$ cat src/rtl/button_conditioner.sv
// button_conditioner: synchronizes and debounces two active-low push-buttons,
// produces clean levels, press/release pulses, a chord pulse and a shared
// prescaler tick. Optional long-press detection is built only when the macro
// BUTTON_CONDITIONER_LONGPRESS_EN is defined; otherwise BTN_LONG is tied to 0.
module button_conditioner #(
  parameter int unsigned TICK_DIV     = 4096,
  parameter int unsigned STABLE_TICKS = 240
`ifdef BUTTON_CONDITIONER_LONGPRESS_EN
  ,
  parameter int unsigned LONG_TICKS   = 24414
`endif
) (
  input  logic       CLK,
  input  logic       RST,
  input  logic       BUT1,
  input  logic       BUT2,
  output logic       TICK,
  output logic [1:0] BTN_LVL,
  output logic [1:0] BTN_PRESS,
  output logic [1:0] BTN_REL,
  output logic       CHORD,
  output logic [1:0] BTN_LONG
);

  localparam int unsigned PRESC_W = (TICK_DIV > 1) ? $clog2(TICK_DIV) : 1;
  localparam int unsigned DB_W    = $clog2(STABLE_TICKS + 1);

  localparam logic [PRESC_W-1:0] PRESC_MAX = PRESC_W'(TICK_DIV - 1);
  localparam logic [DB_W-1:0]    DB_LAST   = DB_W'(STABLE_TICKS - 1);

  typedef enum logic [0:0] {
    S_IDLE    = 1'b0,
    S_LATCHED = 1'b1
  } state_t;

  logic [1:0]            sync1_q, sync1_d;
  logic [1:0]            sync2_q, sync2_d;
  logic [PRESC_W-1:0]    presc_q, presc_d;
  logic                  tick_q, tick_d;
  logic [1:0][DB_W-1:0]  db_q, db_d;
  logic [1:0]            lvl_q, lvl_d;
  logic [1:0]            press_q, press_d;
  logic [1:0]            rel_q, rel_d;
  logic                  chord_q, chord_d;
  state_t                state_q, state_d;
  logic [1:0]            pressed;

  // Two-flop synchronizer; buttons are active-low so idle level is 1
  always_comb begin
    sync1_d = {BUT2, BUT1};
    sync2_d = sync1_q;
    pressed = ~sync2_q;
  end

  // Free-running prescaler; tick registered so it lines up with count == TICK_DIV-1
  always_comb begin
    presc_d = (presc_q == PRESC_MAX) ? '0 : presc_q + PRESC_W'(1);
    tick_d  = (presc_d == PRESC_MAX);
  end

  // Per-button debounce: agreement clears the counter, disagreement counts ticks
  always_comb begin
    db_d    = db_q;
    lvl_d   = lvl_q;
    press_d = 2'b00;
    rel_d   = 2'b00;
    for (int i = 0; i < 2; i++) begin
      if (pressed[i] == lvl_q[i]) begin
        db_d[i] = '0;
      end else if (tick_q) begin
        if (db_q[i] == DB_LAST) begin
          lvl_d[i]   = ~lvl_q[i];
          db_d[i]    = '0;
          press_d[i] = ~lvl_q[i];
          rel_d[i]   = lvl_q[i];
        end else begin
          db_d[i] = db_q[i] + DB_W'(1);
        end
      end
    end
  end

  // Chord FSM next-state: one pulse per both-pressed episode, re-armed only when both released
  always_comb begin
    state_d = state_q;
    chord_d = 1'b0;
    case (state_q)
      S_IDLE: begin
        if (lvl_q == 2'b11) begin
          chord_d = 1'b1;
          state_d = S_LATCHED;
        end
      end
      S_LATCHED: begin
        if (lvl_q == 2'b00) begin
          state_d = S_IDLE;
        end
      end
      default: state_d = S_IDLE;
    endcase
  end

  // State and output registers
  always_ff @(posedge CLK or posedge RST) begin
    if (RST) begin
      sync1_q <= 2'b11;
      sync2_q <= 2'b11;
      presc_q <= '0;
      tick_q  <= 1'b0;
      db_q    <= '0;
      lvl_q   <= 2'b00;
      press_q <= 2'b00;
      rel_q   <= 2'b00;
      chord_q <= 1'b0;
      state_q <= S_IDLE;
    end else begin
      sync1_q <= sync1_d;
      sync2_q <= sync2_d;
      presc_q <= presc_d;
      tick_q  <= tick_d;
      db_q    <= db_d;
      lvl_q   <= lvl_d;
      press_q <= press_d;
      rel_q   <= rel_d;
      chord_q <= chord_d;
      state_q <= state_d;
    end
  end

`ifdef BUTTON_CONDITIONER_LONGPRESS_EN
  localparam int unsigned     HOLD_W   = $clog2(LONG_TICKS + 1);
  localparam logic [HOLD_W-1:0] HOLD_MAX = HOLD_W'(LONG_TICKS);

  logic [1:0][HOLD_W-1:0] hold_q, hold_d;
  logic [1:0]             long_q, long_d;

  // Hold counters: count ticks while pressed, fire once on reaching the limit, then saturate
  always_comb begin
    hold_d = hold_q;
    long_d = 2'b00;
    for (int i = 0; i < 2; i++) begin
      if (!lvl_q[i]) begin
        hold_d[i] = '0;
      end else if (tick_q && (hold_q[i] != HOLD_MAX)) begin
        hold_d[i] = hold_q[i] + HOLD_W'(1);
        long_d[i] = (hold_d[i] == HOLD_MAX);
      end
    end
  end

  // Long-press registers
  always_ff @(posedge CLK or posedge RST) begin
    if (RST) begin
      hold_q <= '0;
      long_q <= 2'b00;
    end else begin
      hold_q <= hold_d;
      long_q <= long_d;
    end
  end

  assign BTN_LONG = long_q;
`else
  assign BTN_LONG = 2'b00;
`endif

  assign TICK      = tick_q;
  assign BTN_LVL   = lvl_q;
  assign BTN_PRESS = press_q;
  assign BTN_REL   = rel_q;
  assign CHORD     = chord_q;

endmodule

$ cat config.mk
export PLATFORM = sky130hd
export DESIGN_NAME = button_conditioner
export DESIGN_NICKNAME = d
export VERILOG_FILES = /design/src/rtl/button_conditioner.sv
export SDC_FILE = /design/constraint.sdc
export NUM_CORES = 1
export LEC_CHECK = 0
export ABC_CLOCK_PERIOD_IN_PS = 1600
export CAP_MARGIN = 15
export CORE_MARGIN = 2
export CORE_UTILIZATION = 45
export DETAILED_ROUTE_END_ITERATION = 7
export PLACE_DENSITY = 0.7
export SYNTH_ARGS = -nofsm -noshare
export SYNTH_HDL_FRONTEND = slang
export SYNTH_SLANG_ARGS = --single-unit
$ cat constraint.sdc
create_clock -name CLK -period 1.6 [get_ports CLK]
set_clock_uncertainty 0.05 [all_clocks]
set_input_delay 0.32 -clock CLK [delete_from_list [all_inputs] [get_ports CLK]]
set_output_delay 0.32 -clock CLK [all_outputs]
set_load 0.01 [all_outputs]
==> flow_metrics.tcl <==
set metrics [dict create \
    maxClockFrequency_ghz 0.6452 \
    chipHeight_um 69.23 \
    slowest_stage_cell_on_the_critical_path "sky130_fd_sc_hd__clkdlybuf4s50_1" \
    detailedPlacementHpwl_um 2461 \
    grt_first_pass_wirelength_um 6258 \
    number_of_synthesis_warnings 0 \
    timing.critical_path.slowest_cell_delay_ns 0.53 \
    num_rows 23 \
    hold_viol 0 \
    global_route.usage.met3_pct 4.651 \
    die_area_um2 4792 \
    area_growth_pct 23.79 \
    antenna_violations_before_repair 0 \
    finalSetupViolCount 0 \
    ant_cells 0 \
    most_frequently_used_flop_master_after_synthesis "sky130_fd_sc_hd__dfrtp_1" \
    net_switching_power_mw 0.3857 \
    sequential_share_of_the_synthesized_area_pct 53.86 \
    r2r_slack_ns 0.07 \
    synthCells 181 \
    globalRoute.busiestLayer "met2" \
    critical_path.cell_chain "clkdlybuf4s50_1" \
    cp.arrival_ns 1.18 \
    final_max_slew_viol_count 0 \
    setup_repair_after_global_routing_missed_its_margin "no" \
    worst_hold_startpoint "sync1_q[1]$_DFF_PP1_" \
    yosys-top-cells-area "sky130_fd_sc_hd__dfrtp_1, sky130_fd_sc_hd__dfstp_2, sky130_fd_sc_hd__xor2_1, sky130_fd_sc_hd__nor2_1, sky130_fd_sc_hd__xnor2_1" \
    synth.cell_area_um2 1914 \
    global_route.usage.met1_pct 20.76 \
    cts-root-buf "sky130_fd_sc_hd__clkbuf_8" \
    worstReg2RegStart "db_q[6]$_DFFE_PP0P_" \
    synth_edf_count 0 \
    finalSetupTns_ns 0 \
    layout.nets 220 \
    pwr-share-clk_pct 43.6 \
    final.period_utilization_pct 96.86 \
    worstHoldEndpoint "sync2_q[1]$_DFF_PP1_" \
    finalWirelength_um 3623 \
    cellInternalPower_mw 1.575 \
    post_route_cells_drive_above_1_share_pct 18.78 \
    crit_type "flop to primary output" \
    whs_path_depth 0 \
    globalRouteOverflowTotal 0 \
    insertion_delay_ns 0.30 \
    critPathCaptureType "primary output" \
    drtIter0Drc 189 \
    count_of_buffer_and_inverter_cells_on_the_critical_path 1 \
    mostFrequentLayoutCell "sky130_fd_sc_hd__dfrtp_1" \
    cts.reportedPaths.clkPinSlew_ns 0.08 \
    cts_tree "done" \
    start_util_pct 47.18 \
    cts_sinks 41 \
    yosys.cell_types.count 45 \
    route.detailed.wl_per_inst_um 13.78 \
    worst_setup_path_start_kind "flop" \
    grt_util_all_layers_pct 16.20 \
    place.port_buffers 11 \
    placeableCoreArea_um2 4058 \
    fraction_of_post_synthesis_cell_area_in_the_top_cell_type_by_area_pct 48.37 \
    highest_fanout_seen_on_the_critical_path 2 \
    power_switching_share_pct 19.67 \
    worst_r2r_endpoint "db_q[5]$_DFFE_PP0P_" \
    p_comb_share_pct 2.8 \
    level_count_of_the_clock_h_tree 2 \
    worstPathRequired_ns 1.23 \
    synthDominantAreaCellType "sky130_fd_sc_hd__dfrtp_1" \
    power.leakage_nw 1.098 \
    detail-route-antenna-nets 0 \
    max-cap-violations 0 \
    tritoncts.num_buffers 5 \
    final_core_util_pct 58.40 \
    synthArstFlopShare_pct 100.0 \
    finalWeightedCongestion 0.8744 \
    outcome "finished clean" \
    avgViaCountPerCell 5.441 \
    synth.avg_cell_area_um2 10.58 \
    min-delay-path-class "flop to flop" \
    clock_path_buffers 2 \
    seq_power_share_pct 53.5 \
    commonest_cells_after_routing_fill_and_taps_aside "sky130_fd_sc_hd__dfrtp_1, sky130_fd_sc_hd__nor2_1, sky130_fd_sc_hd__buf_4" \
    first_global_vias 1375 \
    grtUsageMet2_pct 25.32 \
    pin_count 14 \
    fp.dieW_um 69.23 \
    final.min_clock_period_ns 1.550 \
    timing.reg2reg.worst_path_depth 4 \
    critical_path_depth 1 \
    path_delay_family "buffers and inverters" \
    drc 0 \
    dr_total_vias 1431 \
    synthesis_stage_register_bit_count 41 \
    p_per_area_nw_per_um2 827.3 \
    vdd_ir_drop_max_uv 491.2 \
    detailedRoute.firstPassIterationCount 4 \
    grt_max_degree 42 \
]
-- metrics by stage --
stage	power [mW]	hold slack (ns)	setup slack (ns)	instance area, um^2	std cells
6_report	1.961	0.3110	0.05018	2370	263
5_1_grt	2.027	0.3173	0.001950	2370	263
4_1_cts	1.978	0.3104	0.001374	2307	261
3_5_place_dp	1.124	0.2994	0.003363	2176	251
3_3_place_gp	1.122	0.2985	0.07318	2176	251
2_1_floorplan	1.099	0.2745	0.09638	1918	182
-- power groups by stage --
stage / logic (mW) / registers (mW) / clock network [mW]
after floorplan: 0.0318 / 1.07 / 0
after global placement: 0.0541 / 1.07 / 0
after detailed placement: 0.0553 / 1.07 / 0
after CTS: 0.0556 / 1.05 / 0.874
after global routing: 0.0634 / 1.05 / 0.914
final: 0.0554 / 1.05 / 0.856
-- how the worst max path moves through the flow --
stage | from | to | slack (ns)
finish | BTN_LVL[1]$_DFFE_PP0P_ | BTN_LVL[1] | 0.05
CTS | db_q[9]$_DFFE_PP0P_ | db_q[13]$_DFFE_PP0P_ | 0.001
global placement | db_q[9]$_DFFE_PP0P_ | db_q[13]$_DFFE_PP0P_ | 0.07
global route | db_q[0]$_DFFE_PP0P_ | db_q[5]$_DFFE_PP0P_ | 0.002
floorplan | db_q[8]$_DFFE_PP0P_ | db_q[8]$_DFFE_PP0P_ | 0.1
detailed placement | db_q[9]$_DFFE_PP0P_ | db_q[13]$_DFFE_PP0P_ | 0.003
-- cells in the mapped netlist (2+ instances only) --
cell                       number
sky130_fd_sc_hd__and2_1         2
sky130_fd_sc_hd__and3_1         4
sky130_fd_sc_hd__o21ai_0        4
sky130_fd_sc_hd__nand3_1       12
sky130_fd_sc_hd__xor2_1        11
sky130_fd_sc_hd__clkbuf_1       2
sky130_fd_sc_hd__nand2_1       15
sky130_fd_sc_hd__a21o_1         2
sky130_fd_sc_hd__dfrtp_1       37
sky130_fd_sc_hd__nand4b_1       3
sky130_fd_sc_hd__nor2_1        20
sky130_fd_sc_hd__buf_4          2
sky130_fd_sc_hd__o22ai_1        2
sky130_fd_sc_hd__nor3_1         7
sky130_fd_sc_hd__buf_2          2
sky130_fd_sc_hd__ha_1           4
sky130_fd_sc_hd__mux2i_1        2
sky130_fd_sc_hd__a21oi_1        5
sky130_fd_sc_hd__xnor2_1        8
sky130_fd_sc_hd__dfstp_2        4
sky130_fd_sc_hd__a31oi_1        4
sky130_fd_sc_hd__inv_1          3
sky130_fd_sc_hd__nand4_1        4
-- logic make-up after synthesis --
| logic type | after synthesis | share of synthesized area, % |
|---|---|---|
| buffers and inverters | 9 | 2.287 |
| flip-flops | 41 | 53.86 |
| multiplexers | 3 | 1.634 |
| other | 1 | 0.1959 |
| adder cells (fa/ha/maj) | 5 | 3.137 |
| AND/OR/NAND/NOR | 76 | 20.39 |
| XOR/XNOR | 19 | 8.693 |
| AO/OA/AOI/OAI | 27 | 9.803 |
-- metal layers --
layer / wire (um) / vias up
li1: - / 701
met3: 199 / 7
met5: 0 / -
met2: 1702 / 39
met1: 1666 / 684
met4: 54 / 0
-- cell type report --
type	instances	area [um^2]
Clock buffer	7	86.33
Clock inverter	1	30.03
Fill cell	333	1688
Inverter	3	11.26
Multi-Input combinational cell	132	888.4
Sequential cell	41	1032
Tap cell	50	62.56
Timing Repair Buffer	29	259.0
-- state kept, by name (all words and copies together), names as in the netlist, 2 cells and up --
name and cells:
db_q 16, presc_q 12, BTN_LVL 2, BTN_PRESS 2
BTN_REL 2, sync1_q 2, sync2_q 2
-- timing repair --
action	CTS	global route
pin swaps	0	6
hold buffers	0	0
setup buffers	2	2
setup endpoints to repair	3	11
gates resized for setup	2	7
No activity file was read; power rests on OpenSTA's default activity.
